<file path="src/rtl/misc_pwm_ctrl.sv">
// rtl/misc_pwm_ctrl.sv - PWM driver for misc indicator LEDs with soft ramp and GPS-lock qualification
// Optional blinking of the lock LED while unlocked: define MISC_PWM_BLINK_EN.
module misc_pwm_ctrl #(
    parameter int NUM_LEDS     = 5,
    parameter int PWM_BITS     = 8,
    parameter int RAMP_PERIODS = 4,
    parameter int LOCK_QUAL    = 16
) (
    input  logic                clk,
    input  logic                reset,
    input  logic                on,
    input  logic                gps_lost,
    input  logic [PWM_BITS-1:0] duty,
    input  logic [NUM_LEDS-1:0] led_mask,
    output logic [NUM_LEDS-1:0] misc_leds,
    output logic                gps_lock
);

    localparam logic [PWM_BITS-1:0] PWM_MAX   = '1;
    localparam int                  RDW       = (RAMP_PERIODS > 1) ? $clog2(RAMP_PERIODS) : 1;
    localparam logic [RDW-1:0]      RAMP_LAST = RDW'((RAMP_PERIODS > 0) ? RAMP_PERIODS - 1 : 0);
    localparam logic [7:0]          QUAL_MAX  = 8'(LOCK_QUAL);

    typedef enum logic [1:0] {
        OFF,
        RAMP,
        STEADY
    } state_t;

    state_t              state;
    state_t              state_nxt;
    logic [PWM_BITS-1:0] cnt;
    logic [PWM_BITS-1:0] level;
    logic [PWM_BITS-1:0] bright;
    logic [PWM_BITS-1:0] bright_nxt;
    logic [PWM_BITS-1:0] bright_step;
    logic [PWM_BITS-1:0] target;
    logic [RDW-1:0]      ramp_div;
    logic [RDW-1:0]      ramp_div_nxt;
    logic [7:0]          qual;
    logic                period_end;
    logic                pwm_raw;
    logic                locked;
    logic                lock_drive;

    assign period_end = (cnt == PWM_MAX);
    assign target     = on ? duty : '0;
    assign pwm_raw    = (level == PWM_MAX) || (cnt < level);
    assign locked     = (qual == QUAL_MAX);

    // Brightness ramp: next state, next brightness and period divider, only moving at period end
    always_comb begin
        state_nxt    = state;
        bright_nxt   = bright;
        ramp_div_nxt = ramp_div;
        bright_step  = bright;
        if (bright < target) begin
            bright_step = bright + 1'b1;
        end else if (bright > target) begin
            bright_step = bright - 1'b1;
        end
        if (period_end) begin
            if (RAMP_PERIODS == 0) begin
                bright_nxt   = target;
                ramp_div_nxt = '0;
                state_nxt    = (target == '0) ? OFF : STEADY;
            end else begin
                case (state)
                    OFF: begin
                        bright_nxt   = '0;
                        ramp_div_nxt = '0;
                        if (target != '0) begin
                            state_nxt = RAMP;
                        end
                    end
                    RAMP: begin
                        if (ramp_div == RAMP_LAST) begin
                            ramp_div_nxt = '0;
                            bright_nxt   = bright_step;
                            if (bright_step == target) begin
                                state_nxt = (target == '0) ? OFF : STEADY;
                            end
                        end else begin
                            ramp_div_nxt = ramp_div + 1'b1;
                        end
                    end
                    STEADY: begin
                        if (target != bright) begin
                            state_nxt    = RAMP;
                            ramp_div_nxt = '0;
                        end
                    end
                    default: begin
                        state_nxt    = OFF;
                        bright_nxt   = '0;
                        ramp_div_nxt = '0;
                    end
                endcase
            end
        end
    end

    // State register: ramp state, PWM counter, and the period-aligned level actually driven
    always_ff @(posedge clk or posedge reset) begin
        if (reset) begin
            state    <= OFF;
            bright   <= '0;
            ramp_div <= '0;
            cnt      <= '0;
            level    <= '0;
        end else begin
            state    <= state_nxt;
            bright   <= bright_nxt;
            ramp_div <= ramp_div_nxt;
            cnt      <= cnt + 1'b1;
            if (period_end) begin
                level <= bright_nxt;
            end
        end
    end

    // Lock qualifier: count clean periods, any loss or display-off restarts the count
    always_ff @(posedge clk or posedge reset) begin
        if (reset) begin
            qual <= '0;
        end else if (gps_lost || !on) begin
            qual <= '0;
        end else if (period_end && !locked) begin
            qual <= qual + 8'd1;
        end
    end

`ifdef MISC_PWM_BLINK_EN
    logic [PWM_BITS-2:0] blink_cnt;
    logic                blink;

    // Blink toggle for the unlocked indicator, flipping once per full wrap of the period counter
    always_ff @(posedge clk or posedge reset) begin
        if (reset) begin
            blink_cnt <= '0;
            blink     <= 1'b0;
        end else if (!on) begin
            blink_cnt <= '0;
            blink     <= 1'b0;
        end else if (period_end) begin
            blink_cnt <= blink_cnt + 1'b1;
            if (&blink_cnt) begin
                blink <= ~blink;
            end
        end
    end

    assign lock_drive = on && ((locked && !gps_lost) || blink) && pwm_raw;
`else
    assign lock_drive = on && locked && !gps_lost && pwm_raw;
`endif

    // Output registers: masked PWM for the misc LEDs and the dimmed lock indicator
    always_ff @(posedge clk or posedge reset) begin
        if (reset) begin
            misc_leds <= '0;
            gps_lock  <= 1'b0;
        end else begin
            misc_leds <= {NUM_LEDS{pwm_raw}} & led_mask;
            gps_lock  <= lock_drive;
        end
    end

endmodule

</file>
<file path="config.mk">
export PLATFORM = sky130hd
export DESIGN_NAME = misc_pwm_ctrl
export DESIGN_NICKNAME = d
export VERILOG_FILES = /design/src/rtl/misc_pwm_ctrl.sv
export SDC_FILE = /design/constraint.sdc
export NUM_CORES = 1
export LEC_CHECK = 0
export CAP_MARGIN = 0
export CORE_UTILIZATION = 25
export DETAILED_ROUTE_END_ITERATION = 12
export PLACE_DENSITY_LB_ADDON = 0.25
export SETUP_SLACK_MARGIN = 0.3
export SYNTH_ARGS = -nofsm -noshare
export SYNTH_HDL_FRONTEND = slang
export SYNTH_SLANG_ARGS = --single-unit
</file>
<file path="constraint.sdc">
create_clock -name clk -period 3.5 [get_ports clk]
set_input_delay 0.7 -clock clk [delete_from_list [all_inputs] [get_ports clk]]
set_output_delay 0.7 -clock clk [all_outputs]
set_load 0.02 [all_outputs]
</file>
==> metrics.csv <==
stage;metric;value;unit
sta;Final setup viols;0;
detailed_routing;Residual DRC;6;
power_and_ir_drop;leak pwr;1.76;nW
yosys;Post-synth EDFFs;0;
power_and_ir_drop;pwr dens;277;nW/µm²
final_layout;post-layout util;33.9;%
yosys;top cell type by total area after synthesis;dfrtp_1;
yosys;Syn Area/Cell;9.14;µm²
sta;Hold Slack;0.475;ns
setup_path;critical path arrival;3.28;ns
detailed_routing;DRT Wirelength;7900;µm
flow_run;max-cap viol count;0;
sta;Pins Over Slew Limit;0;
placed_design;Detailed Place HPWL;5960;µm
floorplan;Die X;111;µm
status;failing checks;design-rule violations;
clock_network;htree depth;2;
final_layout;fin nets;429;
final_layout;share of post-route cells with drive strength above 1;20.9;%
yosys;YS warnings;0;
yosys;Mapped Area;2970;µm²
final_layout;n_diodes;0;
floorplan;I/O Pins;23;
setup_path;WS Path Type;in -> reg;
clock_network;Max Root-Sink Buffers;2;
grt;initial antenna violation count;0;
sta;RSZ-0062 raised after global routing;no;
status;outcome;complete, but fails checks;
setup_path;CP startpoint kind;input port;
yosys;Distinct cells, synth;63;
floorplan;Core Region;11500;µm²
detailed_routing;Wirelength per Cell;14.9;µm
setup_path;Worst Path Max Fanout;4;
clock_network;CTS Buf Count;5;
clock_network;clk_lat worst skew;0.28;ns
sta;Layout Skew;0.00323;ns
clock_network;Clock Pin Slew Worst Setup and Hold Paths;0.06;ns
yosys;most numerous cell in the Yosys netlist;dfrtp_1;
yosys;FFs w/ async S/R, synth;100;%
setup_path;CP required;3.66;ns
detailed_routing;Post-DRT Antenna Nets;0;
yosys;top cells by area, synth;dfrtp_1 35%, ha_1 11%, xor2_1 4.1%;
sta;measured slew at the worst slew-check pin;0.784;ns
sta;Fmax;0.320;GHz
clock_network;CTS tree;built;
grt;total track usage;13.7;%
sta;min cycle time layout;3.12;ns
hold_path;HP Class;reg -> reg;
detailed_routing;vias post-DR;2629;
yosys;Yosys reg bits;42;
detailed_routing;total iterations of the first detailed-routing run;10;
grt;largest net degree at the start of global routing;17;
grt;GRT Residual Overflow;0;
floorplan;row count;39;
final_layout;Fill cells;1190;
yosys;Mapped Nets;367;
placed_design;RD Place Congestion;0.868;
yosys;most used flip-flop cell after synthesis;dfrtp_1;
yosys;post-synth top area share;35.4;%
floorplan;Die Area;12300;µm²
detailed_routing;vias per cell;4.96;
detailed_routing;DRT iter0 DRCs;147;
sta;Tcrit/Tclk final;89.3;%
power_and_ir_drop;Worst VDD drop;0.176;mV
setup_path;critical path endpoint category;flip-flop;
grt;first-pass GRT wire length;13500;µm
clock_network;clk root buf;clkbuf_16;
grt;vias in the first global route;2708;
floorplan;DIE HEIGHT;111;µm
yosys;commonest cells in the netlist;42 x dfrtp_1, 26 x nor2_1, 25 x ha_1;
placed_design;Port Buffers;22;
sta;Slew HR;47.1;%
floorplan;Initial Utilization;25.8;%
yosys;Synth Instances;325;
yosys;sequential fraction of the synthesis area;35.4;%
sta;final-report hold violation count;0;
final_layout;Area Growth Syn to Fin;31.3;%
clock_network;clk sinks;42;
power breakdown:
group	internal, mW	switching (mW)	leakage, nW	total (mW)
Combinational	0.0757	0.0745	1.21	0.150
Sequential	0.490	0.00319	0.494	0.493
Clock	0.261	0.176	0.0640	0.437
state kept, by name, indices dropped and copies added (netlist names):
register,cells
qual,8
ramp_div,2
level,8
bright,8
misc_leds,5
state,2
gps_lock,1
cnt,8
cells by family after synthesis:
kind of cell	after synthesis	share of synthesized area, %
simple gates	109	18.8
mux	3	1.05
compound gates	94	23.5
fa+ha+maj	25	10.5
flops	42	35.4
buf+inv	30	4.21
xor+xnor	22	6.49
cells in the final DEF (no fill, tap or decap), types with 3 or more instances in the layout:
cell type,netlist,final
xnor2_1,8,8
a21oi_1,12,11
o21ai_0,19,18
ha_1,25,22
clkbuf_16,0,5
nand4_1,6,6
nor2_1,26,25
o22ai_1,4,4
buf_4,0,42
a21o_1,16,15
inv_1,19,19
xor2_1,14,14
clkdlybuf4s50_1,0,20
nand3_1,17,17
ha_4,0,3
and3_1,9,9
nand2b_1,5,5
dfrtp_1,42,42
nand2_1,22,19
a211o_1,4,4
a21boi_0,5,5
nor3_1,8,5
nand2_2,0,3
path summary, 6_finish.rpt:
check                      slack [ns]        to  startpoint  cells after the start
max                              0.38  state[1]     duty[3]                     12
min                              0.48    cnt[0]      cnt[0]                      1
max reg2reg                      0.61  state[1]   bright[0]                     11
min reg2reg                      0.48    cnt[0]      cnt[0]                      1
max in group asynchronous        2.13  level[0]       reset                      3
min in group asynchronous        0.76   qual[3]       reset                      2
what timing repair did:
item,4_1_cts,5_1_grt
endpoints found under the setup margin,2,7
setup buffers,3,1
hold buffers,0,0
gates cloned,1,0
gates resized for setup,7,19
pin swaps,9,10
through the flow:
step	power, mW	TNS, ns	instances	setup slack [ns]	cell area [µm²]
final	1.08	0	530	0.376	3900
after global routing	1.13	0	530	0.274	3900
after CTS	1.09	0	529	0.364	3800
after detailed placement	0.638	-0.176	518	-0.118	3610
after global placement	0.638	-0.0927	518	-0.0647	3610
after floorplan	0.571	0	325	0.541	2970
cell type report:
type	instances	area [µm²]	area share (%)
clock buffers	7	133	3.40
inverters	19	71.3	1.83
flip-flops and latches	42	1050	27.0
repair buffers	66	559	14.3
multi-input cells	253	1910	48.9
well taps	143	179	4.59
critical path: stages:
cell and delay, ns:
clkdlybuf4s50_1 0.48, nand2_1 0.12, ha_4 0.30, nand4_1 0.21
or2_4 0.31, buf_4 0.14, nand2_1 0.05, a21oi_1 0.05
or3_1 0.41, and4_1 0.21, a32oi_1 0.21, o31ai_2 0.10
metal layers:
metal | vias up | track usage, % | share of wire [%]
li1 | 1297 | - | -
met1 | 1261 | 18.4 | 49
met2 | 58 | 22.2 | 45
met3 | 13 | 2.30 | 4.6
met4 | 0 | 4.20 | 1.8
met5 | - | 0 | 0
No activity file was read; power rests on OpenSTA's default activity.
